--- config.mk ---
export PLATFORM = sky130hd
export DESIGN_NAME = sreg_rr_sched_flat
export DESIGN_NICKNAME = d
export VERILOG_FILES = /design/src/rtl/sreg_rr_sched_if.sv /design/src/rtl/sreg_rr_sched.sv /design/src/flat_wrapper.sv
export SDC_FILE = /design/constraint.sdc
export NUM_CORES = 1
export LEC_CHECK = 0
export BUFFER_PORTS_ARGS = -buffer_cell sky130_fd_sc_hd__buf_2
export CORE_MARGIN = 2
export CORE_UTILIZATION = 48
export CTS_CLUSTER_SIZE = 8
export DETAILED_ROUTE_END_ITERATION = 7
export HOLD_SLACK_MARGIN = 0.06
export PLACE_DENSITY = 0.95
export SYNTH_ARGS = -nofsm -noshare
export SYNTH_HDL_FRONTEND = slang
export SYNTH_SLANG_ARGS = --single-unit
--- constraint.sdc ---
create_clock -name clk -period 4.6 [get_ports clk]
set_input_delay 0.23 -clock clk [delete_from_list [all_inputs] [get_ports clk]]
set_output_delay 0.23 -clock clk [all_outputs]
set_load 0.03 [all_outputs]
--- src/rtl/sreg_rr_sched_if.sv ---
// ---------------------------------------------------------------------------
// sreg_rr_sched_if
//   Handshake bundle between the requester fabric / downstream consumer and
//   the sreg_rr_sched scheduler.
//
//   Request side : req_valid[N_REQ], req_data[N_REQ*WIDTH] (requester i at
//                  bits [i*WIDTH +: WIDTH]), req_ready[N_REQ] (one-hot grant)
//   Output side  : out_valid, out_data[WIDTH], out_id[IDW], out_ready
//
//   Modports
//     master : the fabric/consumer side (drives requests and out_ready)
//     slave  : the scheduler side (drives grants and the output entry)
// ---------------------------------------------------------------------------
interface sreg_rr_sched_if #(
    parameter int N_REQ = 4,
    parameter int WIDTH = 4
);
    localparam int IDW = (N_REQ > 1) ? $clog2(N_REQ) : 1;

    logic [N_REQ-1:0]       req_valid;
    logic [N_REQ*WIDTH-1:0] req_data;
    logic [N_REQ-1:0]       req_ready;
    logic                   out_valid;
    logic [WIDTH-1:0]       out_data;
    logic [IDW-1:0]         out_id;
    logic                   out_ready;

    modport master (
        output req_valid,
        output req_data,
        output out_ready,
        input  req_ready,
        input  out_valid,
        input  out_data,
        input  out_id
    );

    modport slave (
        input  req_valid,
        input  req_data,
        input  out_ready,
        output req_ready,
        output out_valid,
        output out_data,
        output out_id
    );
endinterface

--- src/rtl/sreg_rr_sched.sv ---
// ---------------------------------------------------------------------------
// sreg_rr_sched
//   Round-robin scheduler sharing one external DEPTH-stage shift-register
//   delay line among N_REQ requesters. The delay line carries only data; this
//   block tracks a valid bit and requester ID per stage so that stale stage
//   contents (stage 0 is never cleared by sclr) are never reported.
//
//   Ports
//     clk, rst_n  : clock (rising edge), asynchronous active-low reset
//     bus         : sreg_rr_sched_if.slave (requests, grants, tagged output)
//     flush       : discard every in-flight entry (same-cycle effect on
//                   outputs, valid bits cleared at the next edge)
//     drain       : stop accepting and let the pipeline empty
//     drain_done  : one-cycle registered pulse in the final DRAIN cycle
//     sr_ce/sr_sclr/sr_d/sr_q : control and data of the external delay line
//     busy        : pipeline holds a valid entry or state is not RUN
// ---------------------------------------------------------------------------
module sreg_rr_sched #(
    parameter int N_REQ = 4,
    parameter int WIDTH = 4,
    parameter int DEPTH = 3
) (
    input  logic             clk,
    input  logic             rst_n,
    sreg_rr_sched_if.slave   bus,
    input  logic             flush,
    input  logic             drain,
    output logic             drain_done,
    output logic             sr_ce,
    output logic             sr_sclr,
    output logic [WIDTH-1:0] sr_d,
    input  logic [WIDTH-1:0] sr_q,
    output logic             busy
);
    localparam int IDW = (N_REQ > 1) ? $clog2(N_REQ) : 1;

    localparam logic [1:0] ST_IDLE  = 2'd0;
    localparam logic [1:0] ST_RUN   = 2'd1;
    localparam logic [1:0] ST_DRAIN = 2'd2;

    logic [1:0]                 state_reg, state_next;
    logic [DEPTH-1:0]           vld_reg, vld_next;
    logic [DEPTH-1:0][IDW-1:0]  id_reg, id_next;
    logic [IDW-1:0]             ptr_reg, ptr_next;
    logic                       drain_done_reg, drain_done_next;

    logic                       adv;
    logic                       grant_en;
    logic                       grant_any;
    logic [IDW-1:0]             winner;
    logic [WIDTH-1:0]           req_word [N_REQ];
    logic [IDW-1:0]             cand_idx [N_REQ];

    // (base + k) mod N_REQ for base < N_REQ and 1 <= k <= N_REQ; a single
    // conditional subtraction is enough for that range.
    function automatic logic [IDW-1:0] rr_index(input logic [IDW-1:0] base, input int k);
        int sum;
        sum = int'(base) + k;
        if (sum >= N_REQ) begin
            sum = sum - N_REQ;
        end
        return sum[IDW-1:0];
    endfunction

    // Unpack request words and precompute the circular search order that
    // starts just after the last winner.
    generate
        for (genvar gi = 0; gi < N_REQ; gi++) begin : g_req
            assign req_word[gi] = bus.req_data[gi*WIDTH +: WIDTH];
            assign cand_idx[gi] = rr_index(ptr_reg, gi + 1);
        end
    endgenerate

    // The pipeline moves whenever the output stage is empty or being taken.
    // flush freezes the delay line for the cycle in which it clears it.
    assign adv = (state_reg != ST_IDLE) && !flush &&
                 (!vld_reg[DEPTH-1] || bus.out_ready);

    // New entries only in RUN, and not in the cycle drain is raised, so that
    // nothing is accepted from the drain request onwards.
    assign grant_en = (state_reg == ST_RUN) && adv && !drain;

    // Walk the candidates from farthest to nearest so the nearest valid
    // requester after ptr is the one left in winner.
    always_comb begin
        grant_any = 1'b0;
        winner    = '0;
        if (grant_en) begin
            for (int k = N_REQ - 1; k >= 0; k--) begin
                if (bus.req_valid[cand_idx[k]]) begin
                    grant_any = 1'b1;
                    winner    = cand_idx[k];
                end
            end
        end
    end

    generate
        for (genvar gi = 0; gi < N_REQ; gi++) begin : g_ready
            assign bus.req_ready[gi] = grant_any && (winner == IDW'(gi));
        end
    endgenerate

    // Control state
    always_comb begin
        state_next = state_reg;
        case (state_reg)
            ST_IDLE:  state_next = ST_RUN;
            ST_RUN:   if (drain && !flush) state_next = ST_DRAIN;
            ST_DRAIN: if (vld_reg == '0) state_next = ST_RUN;
            default:  state_next = ST_IDLE;
        endcase
    end

    // Per-stage valid/ID shadow of the delay line
    always_comb begin
        vld_next = vld_reg;
        id_next  = id_reg;
        if (flush) begin
            vld_next = '0;
        end else if (adv) begin
            vld_next = {vld_reg[DEPTH-2:0], grant_any};
            id_next  = {id_reg[DEPTH-2:0], winner};
        end
    end

    assign ptr_next = grant_any ? winner : ptr_reg;

    // Registered so that it is high exactly in the DRAIN cycle that sees an
    // empty pipeline, which is also the last DRAIN cycle.
    assign drain_done_next = (state_next == ST_DRAIN) && (vld_next == '0);

    always_ff @(posedge clk or negedge rst_n) begin
        if (!rst_n) begin
            state_reg      <= ST_IDLE;
            vld_reg        <= '0;
            id_reg         <= '0;
            ptr_reg        <= IDW'(N_REQ - 1);
            drain_done_reg <= 1'b0;
        end else begin
            state_reg      <= state_next;
            vld_reg        <= vld_next;
            id_reg         <= id_next;
            ptr_reg        <= ptr_next;
            drain_done_reg <= drain_done_next;
        end
    end

    // Delay line control: IDLE doubles as the startup clear.
    assign sr_ce   = adv;
    assign sr_sclr = flush || (state_reg == ST_IDLE);
    assign sr_d    = grant_any ? req_word[winner] : '0;

    assign bus.out_valid = vld_reg[DEPTH-1] && !flush && (state_reg != ST_IDLE);
    assign bus.out_data  = sr_q;
    assign bus.out_id    = id_reg[DEPTH-1];

    assign drain_done = drain_done_reg;
    assign busy       = (vld_reg != '0) || (state_reg != ST_RUN);
endmodule
--- src/flat_wrapper.sv ---
// flat-port wrapper written by rule: the top's interface ports become plain ports
module sreg_rr_sched_flat 
#(
    parameter int N_REQ = 4,
    parameter int WIDTH = 4,
    parameter int DEPTH = 3
)
  (clk, rst_n, flush, drain, drain_done, sr_ce, sr_sclr, sr_d, sr_q, busy, bus_req_valid, bus_req_data, bus_out_ready, bus_req_ready, bus_out_valid, bus_out_data, bus_out_id);
  sreg_rr_sched_if #(.N_REQ(N_REQ), .WIDTH(WIDTH)) bus_i ();
  input  logic clk;
  input  logic rst_n;
  input  logic flush;
  input  logic drain;
  output logic drain_done;
  output logic sr_ce;
  output logic sr_sclr;
  output logic [WIDTH-1:0] sr_d;
  input  logic [WIDTH-1:0] sr_q;
  output logic busy;
  input wire logic [$bits(bus_i.req_valid)-1:0] bus_req_valid;
  input wire logic [$bits(bus_i.req_data)-1:0] bus_req_data;
  input wire logic [$bits(bus_i.out_ready)-1:0] bus_out_ready;
  output wire logic [$bits(bus_i.req_ready)-1:0] bus_req_ready;
  output wire logic [$bits(bus_i.out_valid)-1:0] bus_out_valid;
  output wire logic [$bits(bus_i.out_data)-1:0] bus_out_data;
  output wire logic [$bits(bus_i.out_id)-1:0] bus_out_id;
  assign bus_i.req_valid = bus_req_valid;
  assign bus_i.req_data = bus_req_data;
  assign bus_i.out_ready = bus_out_ready;
  assign bus_req_ready = bus_i.req_ready;
  assign bus_out_valid = bus_i.out_valid;
  assign bus_out_data = bus_i.out_data;
  assign bus_out_id = bus_i.out_id;
  sreg_rr_sched #(.N_REQ(N_REQ), .WIDTH(WIDTH), .DEPTH(DEPTH)) u_core (.clk(clk), .rst_n(rst_n), .bus(bus_i), .flush(flush), .drain(drain), .drain_done(drain_done), .sr_ce(sr_ce), .sr_sclr(sr_sclr), .sr_d(sr_d), .sr_q(sr_q), .busy(busy));
endmodule
# After elaboration in Yosys (flattened, before gate mapping)
# Cells that the tools add are included.
[word_totals]
reg_bits = 14
input_bits = 29
elab_cells = 89
[op_classes]
n_addsub = 8
order_cmp = 9
n_eq_ne = 7
mux = 31
bitwise = 2
n_reduce_logical = 25
[op_table]
columns = ["cell", "n"]
rows = [
  ["two-way mux 2 bit", 11],
  [">= comparator 3 bit, second input constant", 4],
  ["logical AND 1 bit", 12],
  ["less-than comparator 2 x 3 -> 1 bit, second input constant", 4],
  ["two-way mux 4 bit", 3],
  ["two-way mux 1 bit", 9],
  ["binary-select mux 1 bit (select 2 bit)", 4],
  ["binary-select mux 4 bit (select 2 bit)", 1],
  ["equality test 2 bit, second input constant", 4],
  ["subtractor 2 x 1 -> 2 bit, second input constant", 4],
  ["adder 2 x 2 -> 3 bit, second input constant", 2],
  ["logical NOT 3 bit", 2],
  ["two-way mux 3 bit", 2],
  ["one-hot mux 2 bit (3 select lines)", 1],
  ["adder 2 x 3 -> 4 bit, second input constant", 1],
  ["equality test 2 x 1 -> 1 bit, second input constant", 2],
  [">= comparator 4 x 3 -> 1 bit, second input constant", 1],
  ["logical NOT 2 bit", 2],
  ["adder 2 x 1 -> 3 bit, second input constant", 1],
  ["logical NOT 1 bit", 3],
  ["logical OR 1 bit", 3],
  ["inverter 2 -> 3 bit", 1],
  ["nonzero test 3 bit", 1],
  ["inequality test 2 x 1 -> 1 bit, second input constant", 1],
  ["other kinds (3)", 3],
]

# Logic depth before layout (Yosys ltp)
# Gate-level depths: netlist of the first run.
[logic_depth]
word_depth = 15
mapped_depth = 6
mapped_depth_nobuf = 5

# Worst setup path after synthesis of the first run
# No wires, ideal clock.
[synth_timing]
kind = "register to output"
from = "register u_core.ptr_reg[0]"
to = "output port sr_d[1]"
arrival_time_ns = 2.136
setup_slack_ns = 2.234
path_stages_with_launch = 6
path_buffers = 0
path_cell_list = "dfstp_2 -> nor2b_4 -> o21a_1 -> nor3_4 -> inv_2 -> o32ai_1"
[synth_via]
elab_chain_len = 15
[synth_lines]
columns = ["element", "line_no", "source"]
rows = [
  ["start, declared", "sreg_rr_sched.sv:44", "logic [IDW-1:0] ptr_reg, ptr_next;"],
  ["start signal, assigned", "sreg_rr_sched.sv:138", "ptr_reg <= IDW'(N_REQ - 1);"],
  ["start signal, assigned", "sreg_rr_sched.sv:144", "ptr_reg <= ptr_next;"],
  ["adder 2 x 3 -> 4 bit", "sreg_rr_sched.sv:58", "sum = int'(base) + k;"],
  [">= comparator 4 x 3 -> 1 bit / subtractor 2 x 1 -> 2 bit (equally long branches)", "sreg_rr_sched.sv:59, sreg_rr_sched.sv:60", ""],
  ["two-way mux 2 bit", "sreg_rr_sched.sv:59", "if (sum >= N_REQ) begin"],
  ["binary-select mux 1 bit (select 2 bit)", "sreg_rr_sched.sv:90", "if (bus.req_valid[cand_idx[k]]) begin"],
  ["two-way mux 1 bit (not written as such)", "sreg_rr_sched.sv:90", ""],
  ["two-way mux 2 bit (4 in series)", "sreg_rr_sched.sv:90", ""],
  ["two-way mux 2 bit", "sreg_rr_sched.sv:88", "if (grant_en) begin"],
  ["inverter 2 -> 3 bit (not written as such)", "sreg_rr_sched.sv:152", "assign sr_d = grant_any ? req_word[winner] : '0;"],
  ["binary-select mux 4 bit (select 2 bit)", "sreg_rr_sched.sv:152", ""],
  ["two-way mux 4 bit (not written as such) (2 in series)", "sreg_rr_sched.sv:152", ""],
  ["two-way mux 4 bit (*)", "sreg_rr_sched.sv:152", ""],
  ["end, declared", "flat_wrapper.sv:17", "output logic [WIDTH-1:0] sr_d;"],
]
# Mark *: on every way between the ends. The rest lies on a longest branch, timed or not. The select of a mux whose other input is x is not followed.

# Worst setup path in the final report of the first run
[layout_timing]
from = "register u_core.state_reg[1]"
to = "output port sr_d[2]"
[layout_via]
elab_chain_len = 11
[layout_lines]
columns = ["element", "line_no", "source"]
rows = [
  ["start, declared", "sreg_rr_sched.sv:41", "logic [1:0] state_reg, state_next;"],
  ["start signal, assigned", "sreg_rr_sched.sv:141", "state_reg <= state_next;"],
  ["nonzero test 2 bit", "sreg_rr_sched.sv:76", "assign adv = (state_reg != ST_IDLE) && !flush &&"],
  ["logical AND 1 bit (2 in series)", "sreg_rr_sched.sv:76", ""],
  ["logical AND 1 bit (*) (2 in series)", "sreg_rr_sched.sv:81", "assign grant_en = (state_reg == ST_RUN) && adv && !drain;"],
  ["two-way mux 2 bit", "sreg_rr_sched.sv:88", ""],
  ["inverter 2 -> 3 bit (not written as such)", "sreg_rr_sched.sv:152", ""],
  ["binary-select mux 4 bit (select 2 bit)", "sreg_rr_sched.sv:152", ""],
  ["two-way mux 4 bit (not written as such) (2 in series)", "sreg_rr_sched.sv:152", ""],
  ["two-way mux 4 bit (*)", "sreg_rr_sched.sv:152", ""],
]
# Marks and branches as above.

==> results of run 1 <==
-- power breakdown --
group | total (uW) | internal (uW) | leakage [uW] | switching [uW]
registers | 192 | 165 | 0.000178 | 27.1
logic | 241 | 98.5 | 0.000395 | 142
clock network | 86.0 | 48.1 | 0.0000210 | 37.8
-- placed cells by master (no fill, tap or decap), types with 3 or more instances in the layout --
cell type  synthesis  final
buf_2              1     39
clkbuf_4           0      3
dfrtp_1           12     12
mux2_2             4      4
mux2i_1            9      9
nand2_1            7      7
nand2b_1           5      5
nor2_1             8      8
o21ai_0            6      6
o22ai_2            3      3
-- worst paths after layout --
kind	from	end	slack (ns)	depth (start not counted)
worst max register to register	u_core.state_reg[1]	u_core.id_reg[1]	2.85	5
worst max-delay path	u_core.state_reg[1]	sr_d[2]	2.16	6
worst min-delay path	flush	u_core.vld_reg[2]	0.24	2
worst min register to register	u_core.ptr_reg[0]	u_core.ptr_reg[0]	0.49	2
min in group asynchronous	rst_n	u_core.drain_done	0.36	2
max in group asynchronous	rst_n	u_core.ptr_reg[0]	3.96	2
-- worst max-delay path, cell delays in order, from the launching register on --
cell and delay, ns:
dfrtp_1 0.43, nand2b_4 0.18, nor4_4 0.27, o41ai_2 0.19
or3_1 0.49, o22ai_2 0.16, buf_2 0.21
-- repair_timing --
| action | CTS | global route |
|---|---|---|
| endpoints found under the hold margin | 12 | 0 |
| setup endpoints to repair | 0 | 0 |
| resized for setup | 0 | 0 |
| hold buffers | 1 | 0 |
-- metrics by stage --
step                      power (uW)  hold WS, ns  instances  utilization, %  setup WS [ns]
after floorplan                392.7     -0.06559         92               -          2.234
after global placement         425.1       0.1287        149           62.62          2.480
after detailed placement       435.9       0.1314        149           62.62          2.459
after CTS                      525.6       0.2284        154           65.25          2.133
after global routing           553.3       0.2535        154           65.25          2.044
final                          518.7       0.2405        154           65.25          2.162
-- logic make-up after synthesis --
| family | share of synthesized area (%) |
|---|---|
| AOI/OAI and AO/OA | 15.10 |
| buffers and inverters | 6.603 |
| muxes | 14.56 |
| DFF | 38.01 |
| and+or+nand+nor | 25.74 |
-- area by class of cell --
cell class | count | area, um^2 | share of cell area (%)
Clock buffer | 4 | 36.28 | 3.152
Inverter | 3 | 11.26 | 0.9783
Multi-Input combinational cell | 68 | 514.2 | 44.67
Sequential cell | 14 | 352.8 | 30.65
Tap cell | 25 | 31.28 | 2.717
Timing Repair Buffer | 40 | 205.2 | 17.83
-- per-layer routing --
| layer | part of all wire, % | up-vias | track usage, % |
|---|---|---|---|
| li1 | - | 395 | - |
| met1 | 41 | 373 | 17.88 |
| met2 | 49 | 45 | 34.67 |
| met3 | 9.5 | 2 | 3.396 |
| met4 | 0.30 | 0 | 7.027 |
| met5 | 0 | - | 0 |
==> reports/summary.txt, run 1 <==
count of different cell masters after synthesis = 34
crit share post-route = 53.00%
Placer Congestion = 0.7689
Seq/Total Area, Yosys = 38.01%
Die Wd = 47.98 um
Synth Flop Type = dfrtp_1
drt drc = 0
Setup TNS = 0 ns
Crit. End Element = output pin
Syn Nets = 121
number of routed nets with antenna violations = 0
critical path class = reg -> out
crit path max fanout = 7
I/O pins = 48
total CTS buffers = 3
area leader, netlist = dfrtp_1
Synth area leaders = dfrtp_1 (32%), mux2i_1 (9.7%), dfstp_2 (5.7%)
initial antenna violation count = 0
via/cell ratio = 5.292
count leader, synth = dfrtp_1
die area = 0.002302 mm^2
Post-DP HPWL = 1600 um
Synth top area share = 32.35%
row count = 15
Cell Area, Synth = 928.4 um^2
core area = 0.001764 mm^2
RSZ-0062 raised after global routing = false
total track usage = 17.67%
htree depth = 1
PwrDens = 450.6 mW/mm^2
status = finished, final reports clean
Slew HR = 63.21%
Syn Inst Count = 92
first-pass GRT wire length = 2787 um
Finished Cell Area = 0.001151 mm^2
Sink Count = 14
drt total wl = 1998 um
Pre-Repair DR Iteration Count = 4
DR vias = 815
Post-Place Cell Area = 0.001105 mm^2
CTS tree = built
Largest register FFs = 4
Port Buffers = 39
Ant. Diodes = 0
starting DRC count in detailed routing = 9
total global routing overflow = 0
clk_skew = 0.006357 ns
Final setup viols = 0
CP arrival = 2.21 ns
most frequent cells after synthesis = dfrtp_1 (12), mux2i_1 (9), nor2_1 (8)
Die Height = 47.98 um
flops & latches, synth = 14
YS warnings = 0
layout cells sized above 1 = 49.61%
LEAKAGE = 0.0005944 uW
max-slew violations = 0
largest net degree at the start of global routing = 15
Least-Margin Pin Slew = 0.5460 ns
Max Clk Rate = 0.4102 GHz
Max Cap Viol = 0
Worst Hold Class = in -> reg
Clk Tree Root Cell = clkbuf_4
Tmin final = 2.438 ns
fillers = 165
CP required = 4.37 ns
Max Buffers Root-to-Sink = 2
Mapped Avg Cell Area = 10.09 um^2
# Post-CTS Setup Buffers = 0
VDD IR max = 266.5 uV
ys async rst share = 100.0%
Worst setup SP type = register
Post-synth EDFFs = 0
post-DR wirelength/cell = 12.97 um
Hold Fails Final Rpt = 0
Initial Utilization = 52.62%
Clock Latency Late Sink = 0.28 ns
layout net count = 159
vias in the first global route = 718
clock-pin transition on the worst setup and hold timing paths = 0.08 ns
area grow syn2layout = 23.99%
(Power assumes the default switching activity.)
==> run 2: changes to the inputs <==
--- a/config.mk
+++ b/config.mk
@@ -7,11 +7,11 @@
 export LEC_CHECK = 0
 export BUFFER_PORTS_ARGS = -buffer_cell sky130_fd_sc_hd__buf_2
 export CORE_MARGIN = 2
-export CORE_UTILIZATION = 48
+export CORE_UTILIZATION = 40
 export CTS_CLUSTER_SIZE = 8
 export DETAILED_ROUTE_END_ITERATION = 7
 export HOLD_SLACK_MARGIN = 0.06
-export PLACE_DENSITY = 0.95
+export PLACE_DENSITY = 0.86
 export SYNTH_ARGS = -nofsm -noshare
 export SYNTH_HDL_FRONTEND = slang
 export SYNTH_SLANG_ARGS = --single-unit
==> constraint.sdc (replaced) <==
create_clock -name clk -period 2 [get_ports clk]
set_input_delay 0.1 -clock clk [delete_from_list [all_inputs] [get_ports clk]]
set_output_delay 0.1 -clock clk [all_outputs]
set_load 0.03 [all_outputs]
==> reports/summary.txt, run 2 (synthesis results as in run 1) <==
CP required = 1.90 ns
row count = 17
I/O pins = 48
total track usage = 17.49%
clk_skew = 0.003690 ns
critical path class = reg -> out
initial antenna violation count = 0
number of routed nets with antenna violations = 0
failing checks = negative setup slack
final setup margin = -0.1286 ns
Final setup viols = 6
Hold Fails Final Rpt = 0
die area = 0.002722 mm^2
Max Cap Viol = 0
Post-DP HPWL = 1638 um
Slew HR = 65.57%
RSZ-0062 raised after global routing = true
Clock Latency Late Sink = 0.28 ns
Pre-Repair DR Iteration Count = 4
starting DRC count in detailed routing = 11
Post-Route Utilization = 62.39%
Placer Congestion = 0.9020
Max Clk Rate = 0.4698 GHz
Post-Place Cell Area = 0.001131 mm^2
core area = 0.002212 mm^2
area grow syn2layout = 48.65%
CTS tree = built
LEAKAGE = 0.0006567 uW
htree depth = 1
total global routing overflow = 0
most frequent cells in the layout = buf_2 (32), buf_4 (11), dfrtp_1 (11)
Tmin final = 2.129 ns
fillers = 186
Worst Hold Class = in -> reg
Least-Margin Pin Slew = 0.5137 ns
Initial Utilization = 41.97%
clock-pin transition on the worst setup and hold timing paths = 0.08 ns
drt total wl = 2264 um
post-DR wirelength/cell = 13.56 um
Max Buffers Root-to-Sink = 2
Die Height = 52.18 um
Sink Count = 14
Finished Cell Area = 0.001380 mm^2
max-slew violations = 0
total CTS buffers = 3
vias in the first global route = 855
first-pass GRT wire length = 3532 um
Port Buffers = 39
PwrDens = 1021 mW/mm^2
Crit. End Element = output pin
status = complete, but fails checks
Largest register FFs = 4
via/cell ratio = 5.126
Clk Tree Root Cell = clkbuf_4
largest net degree at the start of global routing = 15
Die Wd = 52.18 um
commonest non-fill, non-tap cell in the layout = buf_2
VDD IR max = 702.4 uV
Ant. Diodes = 0
layout net count = 169
pre-CTS WS = 0.004397 ns
DR vias = 856
Setup TNS = -0.6740 ns
layout cells sized above 1 = 61.15%
Worst setup SP type = register
WHS = 0.1112 ns
CP arrival = 2.03 ns
crit path max fanout = 8
drt drc = 0
crit share post-route = 106.4%
[run 2: cell types whose count changed in the layout (fill, tap and decap cells not counted), sizes merged]
cell  delta
buf     +10
[run 2: layout make-up]
cell class | count | area [um^2] | area share (%)
Multi-Input combinational cell | 68 | 623.1 | 45.15
Sequential cell | 14 | 354.1 | 25.66
Timing Repair Buffer | 50 | 320.3 | 23.21
Clock buffer | 4 | 36.28 | 2.629
Tap cell | 28 | 35.03 | 2.539
Inverter | 3 | 11.26 | 0.8160
[run 2: critical path, cell delays in order, from the launching register on]
cell and delay [ns]:
dfstp_2 0.57, nor2b_4 0.04, o21a_1 0.21, nor3_4 0.15
buf_6 0.20, inv_2 0.07, o32ai_2 0.28, buf_4 0.21
[run 2: through the flow]
stage | cells | power [uW]
global route | 167 | 1492
floorplan | 92 | 909.5
detailed placement | 154 | 1026
CTS | 164 | 1312
global placement | 154 | 1006
finish | 167 | 1410
[run 2: final timing paths]
| kind | start | end | slack [ns] | cells after the start |
|---|---|---|---|---|
| worst max-delay path | u_core.ptr_reg[0] | sr_d[1] | -0.13 | 7 |
| worst min-delay path | flush | u_core.vld_reg[2] | 0.11 | 2 |
| worst max register to register | u_core.state_reg[1] | u_core.id_reg[1] | 0.26 | 6 |
| worst min register to register | u_core.ptr_reg[0] | u_core.ptr_reg[0] | 0.50 | 2 |
| max in group asynchronous | rst_n | u_core.ptr_reg[0] | 1.48 | 2 |
| min in group asynchronous | rst_n | u_core.id_reg[2] | 0.23 | 2 |
[run 2: power breakdown]
| group | switching [uW] | total, uW | internal, uW |
|---|---|---|---|
| Sequential | 65.0 | 445 | 380 |
| Combinational | 405 | 763 | 358 |
| Clock | 91.2 | 202 | 111 |
[run 2: layer usage]
metal	track usage (%)	vias to the layer above	share of wire, %
met2	30.80	32	52
met1	21.39	406	41
met5	0	-	0
met3	2.000	3	5.4
met4	7.692	0	1.3
li1	-	415	-
[run 2: timing repair]
item	CTS	global route
endpoints found under the setup margin	7	8
hold buffers	1	0
endpoints found under the hold margin	14	0
resized for setup	20	12
pin swaps	5	2
buffers inserted	5	3
==> run 3: changes to the inputs <==
--- a/config.mk
+++ b/config.mk
@@ -11,7 +11,7 @@
 export CTS_CLUSTER_SIZE = 8
 export DETAILED_ROUTE_END_ITERATION = 7
 export HOLD_SLACK_MARGIN = 0.06
-export PLACE_DENSITY = 0.86
+export PLACE_DENSITY = 0.75
 export SYNTH_ARGS = -nofsm -noshare
 export SYNTH_HDL_FRONTEND = slang
 export SYNTH_SLANG_ARGS = --single-unit
==> reports/summary.txt, run 3 (synthesis results as in run 1) <==
status = complete, but fails checks
failing checks = negative setup slack
CTS tree = built
drt total wl = 2557 um
Max Buffers Root-to-Sink = 2
placed insts = 155
Port Buffers = 39
layout net count = 173
sequential power share = 29.7%
first-pass GRT wire length = 3822 um
PwrDens = 1054 mW/mm^2
Pre-Repair DR Iteration Count = 4
largest net degree at the start of global routing = 15
WHS = 0.1036 ns
total global routing overflow = 0
Worst Hold Class = in -> reg
Comb pwr share = 56.3%
htree depth = 1
commonest non-fill, non-tap cell in the layout = buf_2
Least-Margin Pin Slew = 0.3705 ns
VDD IR max = 580.1 uV
clock-pin transition on the worst setup and hold timing paths = 0.09 ns
most frequent cells in the layout = buf_2 (31), buf_4 (14), dfrtp_1 (11)
Clock Latency Late Sink = 0.29 ns
max-slew violations = 0
Clock Power Share = 14.0%
area grow syn2layout = 51.62%
layout cells sized above 1 = 62.24%
die area = 0.002722 mm^2
fin cells = 171
I/O pins = 48
critical path class = reg -> out
Pint = 893.0 uW
core area = 0.002212 mm^2
Post-DP HPWL = 1720 um
Die Wd = 52.18 um
sw frac = 39.83%
crit path max fanout = 6
initial antenna violation count = 0
row count = 17
Net Switching = 591.2 uW
drt drc = 0
crit share post-route = 104.1%
CP arrival = 1.98 ns
Tmin final = 2.081 ns
number of routed nets with antenna violations = 0
total track usage = 19.31%
Crit. End Element = output pin
total CTS buffers = 3
DR vias = 891
Post-Route Utilization = 63.63%
Largest register FFs = 4
CP required = 1.90 ns
post-DR wirelength/cell = 14.95 um
Initial Utilization = 41.97%
RSZ-0062 raised after global routing = true
starting DRC count in detailed routing = 13
Clk Tree Root Cell = clkbuf_4
Slew HR = 75.11%
final setup margin = -0.08132 ns
Placer Congestion = 0.8467
vias in the first global route = 896
Die Height = 52.18 um
Max Cap Viol = 0
Sink Count = 14
LEAKAGE = 0.0006860 uW
Hold Fails Final Rpt = 0
Ant. Diodes = 0
Final setup viols = 6
Max Clk Rate = 0.4805 GHz
via/cell ratio = 5.211
clk_skew = 0.005549 ns
Worst setup SP type = register
[run 3: worst max-delay path, stage by stage (launching register included)]
cell and delay [ns]:
dfrtp_1 0.40, nand2b_4 0.16, nor4_4 0.28, o41ai_4 0.15, or3_4 0.41, nor2_2 0.14, buf_6 0.15
[run 3: per-layer routing]
metal	up-vias	part of all wire, %	GRT usage (%)
met5	-	0	0
met4	0	2.1	6.410
met3	4	8.9	3.714
li1	421	-	-
met2	55	52	37.97
met1	411	37	20.11
[run 3: layout make-up]
class	count	area (um^2)
Fill cell	188	804.5
Inverter	3	13.76
Multi-Input combinational cell	68	608.1
Clock buffer	4	36.28
Timing Repair Buffer	54	360.3
Tap cell	28	35.03
Sequential cell	14	354.1
[run 3: what timing repair did]
item                                    in CTS  in global routing
hold endpoints to repair                    14                  0
endpoints found under the setup margin       8                  8
pin swaps                                    6                  4
gates resized for setup                     22                 14
gates cloned                                 1                  0
buffers inserted                             5                  5
hold buffers                                 1                  0
[run 3: power groups by stage]
stage	clock network [uW]	registers (uW)	logic (uW)
global route	224	451	890
floorplan	0	437	473
finish	208	440	836
global placement	0	442	571
CTS	216	449	702
detailed placement	0	449	584
[run 3: final timing paths]
kind | start | to | slack, ns | cells after the start
max | u_core.state_reg[1] | bus_req_ready[3] | -0.08 | 6
min | flush | u_core.vld_reg[2] | 0.10 | 2
max reg2reg | u_core.state_reg[1] | u_core.ptr_reg[1] | 0.32 | 6
min reg2reg | u_core.ptr_reg[1] | u_core.ptr_reg[1] | 0.49 | 2
max in group asynchronous | rst_n | u_core.ptr_reg[1] | 1.49 | 2
min in group asynchronous | rst_n | u_core.vld_reg[0] | 0.22 | 2
[run 3: stage by stage]
stage | setup TNS [ns] | area (um^2) | worst slack (ns) | power (uW)
2_1_floorplan | 0 | 935.9 | 0.04725 | 909.5
3_3_place_gp | 0 | 1139 | 0.1298 | 1013
3_5_place_dp | 0 | 1139 | 0.06704 | 1033
4_1_cts | -0.4226 | 1303 | -0.09153 | 1368
5_1_grt | -0.9089 | 1408 | -0.1564 | 1564
6_report | -0.4030 | 1408 | -0.08132 | 1484
